[config.mk]
export PLATFORM = sky130hd
export DESIGN_NAME = tdc_result_uart
export DESIGN_NICKNAME = d
export VERILOG_FILES = /design/src/rtl/tdc_uart_pkg.sv /design/src/rtl/uart_byte_tx.sv /design/src/rtl/tdc_result_uart.sv
export SDC_FILE = /design/constraint.sdc
export NUM_CORES = 1
export LEC_CHECK = 0
export BUFFER_PORTS_ARGS = -buffer_cell sky130_fd_sc_hd__buf_2
export CAP_MARGIN = 20
export CORE_UTILIZATION = 55
export DETAILED_ROUTE_END_ITERATION = 8
export PLACE_DENSITY_LB_ADDON = 0.12
export SLEW_MARGIN = 20
export SYNTH_ARGS = -nofsm -noshare
export SYNTH_HDL_FRONTEND = slang
export SYNTH_SLANG_ARGS = --single-unit
[constraint.sdc]
create_clock -name clk -period 5.1 [get_ports clk]
set_input_delay 0.255 -clock clk [delete_from_list [all_inputs] [get_ports clk]]
set_output_delay 0.255 -clock clk [all_outputs]
set_load 0.01 [all_outputs]
[src/rtl/tdc_uart_pkg.sv]
// Shared types and constants for the TDC result UART uplink.
// Build option: TDC_UART_CHECKSUM_EN appends an XOR checksum byte.
package tdc_uart_pkg;

    localparam logic [7:0] HDR_BYTE = 8'hA5;

`ifdef TDC_UART_CHECKSUM_EN
    localparam int FRAME_BYTES = 5;
`else
    localparam int FRAME_BYTES = 4;
`endif

    typedef enum logic [1:0] {
        ST_IDLE,
        ST_LOAD,
        ST_SEND
    } tx_state_e;

    function automatic logic [7:0] frame_byte(
        input logic [19:0] d,
        input logic [2:0]  idx
    );
        logic [7:0] b;
        b = HDR_BYTE;
        case (idx)
            3'd1: b = {4'h0, d[19:16]};
            3'd2: b = d[15:8];
            3'd3: b = d[7:0];
`ifdef TDC_UART_CHECKSUM_EN
            3'd4: b = {4'h0, d[19:16]} ^ d[15:8] ^ d[7:0];
`endif
            default: b = HDR_BYTE;
        endcase
        return b;
    endfunction

endpackage

[src/rtl/uart_byte_tx.sv]
// 8N1 byte transmitter; accepts a new byte during the last stop-bit
// cycle so consecutive bytes run back-to-back.
module uart_byte_tx #(
    parameter int CLK_DIV = 434
) (
    input  logic       clk,
    input  logic       rst,
    input  logic       start,
    input  logic [7:0] data,
    output logic       tx,
    output logic       busy,
    output logic       done
);

    localparam int CW = $clog2(CLK_DIV);

    logic [CW-1:0] cnt_q;
    logic [3:0]    bit_q;
    logic [9:0]    sh_q;
    logic          busy_q;
    logic          last;

    assign last = busy_q && bit_q == 4'd9 && cnt_q == CW'(CLK_DIV - 1);
    // Early by one cycle so the frame FSM can present the next byte in time
    assign done = busy_q && bit_q == 4'd9 && cnt_q == CW'(CLK_DIV - 2);

    always_ff @(posedge clk or negedge rst) begin
        if (!rst) begin
            busy_q <= 1'b0;
            cnt_q  <= '0;
            bit_q  <= '0;
            sh_q   <= '1;
        end else if (start && (!busy_q || last)) begin
            busy_q <= 1'b1;
            cnt_q  <= '0;
            bit_q  <= '0;
            sh_q   <= {1'b1, data, 1'b0};
        end else if (busy_q) begin
            if (cnt_q == CW'(CLK_DIV - 1)) begin
                cnt_q <= '0;
                if (bit_q == 4'd9) begin
                    busy_q <= 1'b0;
                end else begin
                    bit_q <= bit_q + 4'd1;
                    sh_q  <= {1'b1, sh_q[9:1]};
                end
            end else begin
                cnt_q <= cnt_q + 1'b1;
            end
        end
    end

    assign tx   = busy_q ? sh_q[0] : 1'b1;
    assign busy = busy_q;

endmodule

[src/rtl/tdc_result_uart.sv]
// TDC result uplink: edge capture, result FIFO, framed UART transmit.
// Build option: TDC_UART_CHECKSUM_EN (see tdc_uart_pkg).
module tdc_result_uart
    import tdc_uart_pkg::*;
#(
    parameter int CLK_DIV    = 434,
    parameter int FIFO_DEPTH = 16
) (
    input  logic                        clk,
    input  logic                        rst,
    input  logic [19:0]                 in_data,
    input  logic                        in_dval_n,
    output logic                        tx,
    output logic                        tx_busy,
    output logic [$clog2(FIFO_DEPTH):0] fifo_level,
    output logic [7:0]                  ovf_cnt
);

    localparam int AW = $clog2(FIFO_DEPTH);
    localparam int LW = AW + 1;

    logic        dval_q;
    logic        armed_q;
    logic        fall;
    logic        push_q;
    logic [19:0] cap_q;

    // armed_q blocks a false edge when in_dval_n is low at reset release
    assign fall = armed_q & dval_q & ~in_dval_n;

    always_ff @(posedge clk or negedge rst) begin
        if (!rst) begin
            dval_q  <= 1'b1;
            armed_q <= 1'b0;
            push_q  <= 1'b0;
            cap_q   <= '0;
        end else begin
            dval_q  <= in_dval_n;
            armed_q <= armed_q | in_dval_n;
            push_q  <= fall;
            if (fall) begin
                cap_q <= in_data;
            end
        end
    end

    logic [19:0]   mem [FIFO_DEPTH];
    logic [AW:0]   wr_ptr;
    logic [AW:0]   rd_ptr;
    logic [LW-1:0] level;
    logic          full;
    logic          empty;
    logic          wr_en;
    logic          pop;

    assign level = wr_ptr - rd_ptr;
    assign full  = level == LW'(FIFO_DEPTH);
    assign empty = level == '0;
    assign wr_en = push_q & ~full;

    always_ff @(posedge clk) begin
        if (wr_en) begin
            mem[wr_ptr[AW-1:0]] <= cap_q;
        end
    end

    always_ff @(posedge clk or negedge rst) begin
        if (!rst) begin
            wr_ptr  <= '0;
            rd_ptr  <= '0;
            ovf_cnt <= '0;
        end else begin
            if (wr_en) begin
                wr_ptr <= wr_ptr + 1'b1;
            end
            if (push_q && full && ovf_cnt != 8'hFF) begin
                ovf_cnt <= ovf_cnt + 8'd1;
            end
            if (pop) begin
                rd_ptr <= rd_ptr + 1'b1;
            end
        end
    end

    assign fifo_level = level;

    tx_state_e   state_q;
    tx_state_e   state_d;
    logic [2:0]  idx_q;
    logic [2:0]  idx_d;
    logic [19:0] frame_q;
    logic        start;
    logic        done;
    logic [7:0]  cur_byte;

    always_ff @(posedge clk or negedge rst) begin
        if (!rst) begin
            state_q <= ST_IDLE;
            idx_q   <= '0;
            frame_q <= '0;
        end else begin
            state_q <= state_d;
            idx_q   <= idx_d;
            if (pop) begin
                frame_q <= mem[rd_ptr[AW-1:0]];
            end
        end
    end

    always_comb begin
        state_d = state_q;
        idx_d   = idx_q;
        pop     = 1'b0;
        start   = 1'b0;
        unique case (state_q)
            ST_IDLE: begin
                if (!empty) begin
                    pop     = 1'b1;
                    idx_d   = '0;
                    state_d = ST_LOAD;
                end
            end
            ST_LOAD: begin
                start   = 1'b1;
                state_d = ST_SEND;
            end
            ST_SEND: begin
                if (done) begin
                    if (idx_q == 3'(FRAME_BYTES - 1)) begin
                        state_d = ST_IDLE;
                    end else begin
                        idx_d   = idx_q + 3'd1;
                        state_d = ST_LOAD;
                    end
                end
            end
            default: state_d = ST_IDLE;
        endcase
    end

    assign cur_byte = frame_byte(frame_q, idx_q);

    uart_byte_tx #(
        .CLK_DIV(CLK_DIV)
    ) u_byte_tx (
        .clk  (clk),
        .rst  (rst),
        .start(start),
        .data (cur_byte),
        .tx   (tx),
        .busy (tx_busy),
        .done (done)
    );

endmodule

==> results of run 1 <==
per-stage QoR:
| step | hold slack [ns] | utilization, % | total power, mW | cells |
|---|---|---|---|---|
| 2_1_floorplan | -0.0406 | - | 6.44 | 918 |
| 3_3_place_gp | 0.315 | 58.7 | 7.31 | 1318 |
| 3_5_place_dp | 0.323 | 58.7 | 7.40 | 1318 |
| 4_1_cts | 0.311 | 64.0 | 10.3 | 1416 |
| 5_1_grt | 0.360 | 64.0 | 10.7 | 1416 |
| 6_report | 0.281 | 64.0 | 10.2 | 1416 |
kinds of logic after synthesis:
kind of cell	synth area share, %
flip-flops	72.8
AND/OR/NAND/NOR	5.59
multiplexers	13.1
AO/OA/AOI/OAI	4.14
buffers and inverters	1.63
XOR/XNOR	1.18
adder cells (fa/ha/maj)	1.58
cell usage after synthesis (10+ instances only):
cell	instances
nand2_1	85
dfstp_2	10
buf_2	11
nor2_1	51
edfxtp_1	320
ha_1	19
nand3_1	19
dfrtp_1	79
nor3_1	10
a21oi_1	15
o22ai_1	40
mux4_2	80
xor2_1	11
o21ai_0	18
mux2_4	15
inv_1	18
clkbuf_1	28
area by class of cell:
cell class                      instances  area [µm²]  area share [%]
Tap cell                              384         480            2.59
Timing Repair Buffer                   82         581            3.13
Inverter                               18        67.6           0.365
Multi-Input combinational cell        447        4230            22.8
Clock buffer                           57        1160            6.25
Clock inverter                         19         163           0.878
Sequential cell                       409       11900            64.0
sequential cells by signal (all words and copies together) (netlist names):
register         count
idx_q                3
u_byte_tx.busy       1
push_q               1
dval_q               1
u_byte_tx.bit_q      4
rd_ptr               5
mem                320
ovf_cnt              8
cap_q               20
armed_q              1
state_q              2
wr_ptr               5
u_byte_tx.cnt_q      9
u_byte_tx.sh_q       9
frame_q             20
report_power, final:
part	switching, mW	internal, mW
Sequential	0.437	4.06
Combinational	1.53	1.30
Clock	1.22	1.70
Total	3.19	7.06
per-layer routing:
metal | global-route usage (%) | up-vias
met5 | 0 | -
li1 | - | 3760
met2 | 38.1 | 316
met1 | 35.8 | 4483
met3 | 4.35 | 64
met4 | 8.88 | 2
cell usage in the layout (no fill, tap or decap), types with 10 or more instances in the layout:
cell type        n
edfxtp_1       320
dfstp_2         10
dfrtp_1         76
mux4_2          80
inv_1           18
nand3_1         19
o22ai_1         40
o21ai_0         18
mux2_4          15
dlygate4sd3_1   22
nand2_1         85
nor2_1          40
xor2_1          11
buf_2           36
a21oi_1         15
ha_1            19
clkbuf_16       43
buf_4           24
nor2_2          11
clkbuf_1        11
final timing paths:
check / start / to / slack [ns] / cells past startpoint
max: rd_ptr[0] / mem[3][13] / 1.39 / 9
min: rst / ovf_cnt[5] / 0.28 / 2
max reg2reg: rd_ptr[0] / mem[3][13] / 1.39 / 9
min reg2reg: armed_q / armed_q / 0.48 / 1
max in group asynchronous: rst / rd_ptr[2] / 3.71 / 3
min in group clk: in_dval_n / dval_q / 0.37 / 2
worst reg2reg max path: stages, from the launching register on:
cell,delay (ns)
dfrtp_4,0.76
ha_1,0.27
inv_1,0.06
fa_1,0.42
xor2_2,0.20
and4b_4,0.25
o22ai_2,0.53
nand3_1,0.37
nor3_2,0.20
buf_4,0.33
==> flow_summary.json, run 1 <==
{
  "vdd_ir_drop_max_mv": 0.348,
  "clock-sinks": 409,
  "cts_root_buffer": "clkbuf_16",
  "wl_per_cell_um": 25.4,
  "p_per_area_nw_per_um2": 553,
  "numCtsBuffers": 42,
  "route.met3.wl_um": 2480,
  "ant_nets": 0,
  "area_delta_synth_final_pct": 13.8,
  "m1WireLength_um": 15300,
  "syn_nets": 961,
  "rows": 62,
  "drt_iter0_markers": 926,
  "remaining_drc_errors": 0,
  "layout-drive-gt1-share_pct": 24.7,
  "ys.flop_type": "edfxtp_1",
  "slew_headroom_pct": 42.4,
  "crit_chain": "ha_1 -> inv_1 -> fa_1 -> xor2_2 -> and4b_4 -> o22ai_2 -> nand3_1 -> nor3_2 -> buf_4",
  "critical_path_peak_fanout": 27,
  "ys_ff_latch": 409,
  "fin_nets": 1043,
  "clk_pin_slew_ns": 0.06,
  "cp.required_ns": 5.31,
  "htree_levels": 2,
  "drv_cap": 0,
  "layout_min_cycle_time_ns": 3.71,
  "placed_cell_area_um2": 17000,
  "cts_tree": "done",
  "vias": 8625,
  "drtPass1Iterations": 7,
  "first_global_vias": 8878,
  "postSynthAreaPerCell_um2": 17.7,
  "ys_warn_count": 0,
  "coreArea_um2": 28900,
  "finalHoldViolCount": 0,
  "leakagePower_nw": 6.58,
  "synth.distinct_cells": 60,
  "via_per_inst": 6.09,
  "cts_hold_buf": 22,
  "syn-cell-area_um2": 16300,
  "cp-start-kind": "flop",
  "clock_latency_ns": 0.54,
  "die_width_um": 174,
  "timing.critical_path.buf_inv": 2,
  "critPathSlowestCell": "dfrtp_4",
  "seq_area_frac_synth_pct": 72.8,
  "worstMarginPinSlew_ns": 0.861,
  "start_util_pct": 56.3,
  "worst_slack_ns": 1.39,
  "hp-class": "in2async",
  "postCtsSetupBuffers": 0,
  "fmax_ghz": 0.270,
  "grt_max_degree": 49,
  "drt_wl_total_um": 35900,
  "io_pins": 38,
  "path_class": "reg2reg",
  "rsz0062_at_grt": "false",
  "preCtsSetupSlack_ns": 1.36,
  "arrival_ns": 3.92,
  "cts_buffer_depth": 3,
  "tns_ns": 0,
  "gp_congestion": 0.843,
  "track_usage_pct": 24.7,
  "antenna_found_initial": 1,
  "setup_viol": 0,
  "synth_area_leaders": "edfxtp_1 (59%), dfrtp_1 (12%), mux4_2 (11%)",
  "design_area_um2": 18500,
  "dp_hpwl_um": 22700,
  "post_cts_resized": 0,
  "port_buffers": 37,
  "antenna_cells": 0,
  "top_layer": "met5",
  "clock_skew_ns": 0.0123,
  "post-route-period-util_pct": 72.7,
  "end_kind": "flop",
  "synth_top_area_share_pct": 59.0,
  "cp_slowest_stage_delay_ns": 0.76,
  "grt_pass1_wl_um": 54500,
  "path_delay_family": "simple AND/OR/NAND/NOR gates",
  "wl_met2_um": 16800,
  "synthArstFlopShare_pct": 21.8,
  "yosysTopAreaCell": "edfxtp_1",
  "dieArea_um2": 30300,
  "grt_overflow": 0,
  "synth_edf_count": 320,
  "dieHeight_um": 174,
  "netlist_instances": 918,
  "fillCellCount": 1977,
  "status": "complete, no violations",
  "drv_slew": 0
}
No activity file was read; power rests on OpenSTA's default activity.
==> inputs of run 2 (changes only) <==
Settings changed: ABC_AREA from default to 1.
Clock period 5.1 ns to 3.65 ns, I/O delays scaled along.
==> run 2 against run 1 <==
Maximum frequency up 14%. Sequential power up 35%. Largest cell class unchanged. Cell area rose by 6.5%. Synthesized cell count is 79% higher. Die area is 7.4% higher. Sequential cell count stayed put. Critical path type unchanged. Clock power up 50%. Critical path depth rose by 3. Combinational power up 63%. Via count increased by 35%.
==> flow_summary.json, run 2 <==
{
  "syn_nets": 1690,
  "setup_viol": 0,
  "drt_iter0_markers": 796,
  "worst-r2r-cell-count": 12,
  "rsz0062_at_grt": "false",
  "synth.distinct_cells": 41,
  "cp.required_ns": 3.90,
  "synthArstFlopShare_pct": 21.8,
  "critPathSlowestCell": "nor3_2",
  "dieHeight_um": 180,
  "synth_common_cells": "nand2_1 (418), edfxtp_1 (320), nor2_1 (284)",
  "htree_levels": 2,
  "postCtsSetupBuffers": 0,
  "fin_nets": 1750,
  "drtPass1Iterations": 5,
  "worstMarginPinSlew_ns": 1.03,
  "clock_skew_ns": 0.0179,
  "dp.cells": 2036,
  "seq_area_frac_synth_pct": 67.7,
  "dp_hpwl_um": 23100,
  "netlist_instances": 1647,
  "post_cts_resized": 0,
  "crit_chain": "inv_1 -> ha_1 -> inv_1 -> fa_1 -> nand3_1 -> nand3_1 -> nand2_1 -> inv_2 -> nand2_4 -> nand2_4 -> nor3_2 -> buf_4",
  "coreArea_um2": 31000,
  "grt_overflow": 0,
  "vias": 11636,
  "cp_slowest_stage_delay_ns": 0.75,
  "layout-drive-gt1-share_pct": 11.2,
  "vdd_ir_drop_max_mv": 0.537,
  "grt_pass1_wl_um": 61600,
  "fin_cells": 2137,
  "path_class": "reg2reg",
  "finalHoldViolCount": 0,
  "ys_ff_latch": 409,
  "numCtsBuffers": 43,
  "first_global_vias": 11535,
  "clock_latency_ns": 0.55,
  "antenna_found_initial": 0,
  "critical_path_peak_fanout": 11,
  "ys_warn_count": 0,
  "ant_nets": 0,
  "rows": 64,
  "start_util_pct": 56.5,
  "leakagePower_nw": 7.81,
  "wl_per_cell_um": 17.8,
  "post-route-util_pct": 63.7,
  "rrSetupSlack_ns": 0.41,
  "arrival_ns": 3.49,
  "layout_min_cycle_time_ns": 3.24,
  "remaining_drc_errors": 0,
  "cts_tree": "done",
  "drv_cap": 0,
  "clk_pin_slew_ns": 0.06,
  "grt_max_degree": 165,
  "p_per_area_nw_per_um2": 762,
  "port_buffers": 37,
  "syn-cell-area_um2": 17500,
  "r2r-start": "wr_ptr[0]",
  "die_width_um": 180,
  "status": "complete, no violations",
  "post-route-period-util_pct": 88.8,
  "synth_area_leaders": "edfxtp_1 (55%), dfrtp_1 (11%), nand2_1 (9.0%)",
  "total_power_mw": 15.0,
  "drv_slew": 0,
  "mostFrequentLayoutCells": "nand2_1 (418), edfxtp_1 (320), nor2_1 (283), o21ai_0 (118), nand3_1 (107)",
  "clock-sinks": 409,
  "rr_endpoint": "mem[8][0]",
  "synth_top_area_share_pct": 54.9,
  "ys.flop_type": "edfxtp_1",
  "cp-start-kind": "flop",
  "postSynthAreaPerCell_um2": 10.6,
  "end_kind": "flop",
  "cts_hold_buf": 22,
  "synth_edf_count": 320,
  "area_delta_synth_final_pct": 12.8,
  "dieArea_um2": 32600,
  "largest_register_ffs": 320,
  "post-synth-top-count-cell": "nand2_1",
  "slew_headroom_pct": 31.2,
  "track_usage_pct": 24.1,
  "yosysTopAreaCell": "edfxtp_1",
  "gp_congestion": 0.837,
  "drt_wl_total_um": 38100,
  "final_common_cell": "nand2_1",
  "io_pins": 38,
  "fillCellCount": 2382,
  "fmax_ghz": 0.309,
  "cts_root_buffer": "clkbuf_16",
  "cts_buffer_depth": 3,
  "via_per_inst": 5.45,
  "hp-class": "in2async"
}
run 2: through the flow:
stage	TNS, ns	hold slack [ns]	cell area, µm²	worst slack (ns)
finish	0	0.224	19700	0.409
global route	0	0.290	19700	0.153
CTS	0	0.251	19700	0.382
detailed placement	0	0.276	18100	0.383
global placement	0	0.279	18100	0.440
floorplan	-15.21	-0.113	17500	-0.0697
run 2: worst max-delay path, delay by kind of cell (launching register included):
family	cells	cell delay (ns)
buffers and inverters	4	0.63
DFF	1	0.44
adders and majority gates	2	0.57
and+or+nand+nor	6	1.31
run 2: cell families (layout without fill, tap and decap cells):
kind of cell / after synthesis / in the layout / share of synthesized area (%)
flip-flops: 409 / 409 / 67.7
other: 0 / 1 / 0
AND/OR/NAND/NOR: 855 / 855 / 20.0
adder cells (fa/ha/maj): 20 / 20 / 1.47
buffers and inverters: 157 / 250 / 4.41
AO/OA/AOI/OAI: 188 / 188 / 5.59
XOR/XNOR: 18 / 18 / 0.900
run 2: layout make-up:
class	instances	area, µm²	share of cell area [%]
sequential	409	11900	60.0
multi-input combinational	1081	4990	25.3
clock buffer	63	1210	6.13
timing repair buffer	93	676	3.42
tap	396	495	2.51
inverter	79	302	1.53
clock inverter	15	213	1.08
antenna	1	2.50	0.0127
run 2: worst max-delay path by stage:
stage,start,to,cells after the start
final,wr_ptr[0],mem[8][0],12
after CTS,wr_ptr[0],mem[8][0],12
after detailed placement,wr_ptr[0],mem[8][5],12
after floorplan,rd_ptr[2],mem[12][0],12
after global routing,wr_ptr[0],mem[8][8],12
after global placement,wr_ptr[0],mem[8][6],12
run 2: where the power goes:
group | switching [mW] | internal (mW)
registers | 0.422 | 5.65
logic | 3.19 | 1.43
clock network | 1.76 | 2.60
total | 5.37 | 9.68
run 2: routing by layer:
layer | track usage [%] | up-vias | wire [µm]
li1 | - | 5644 | -
met3 | 3.27 | 75 | 2210
met4 | 7.83 | 0 | 977
met1 | 33.6 | 5569 | 16900
met5 | 0 | - | 0
met2 | 39.6 | 348 | 18000
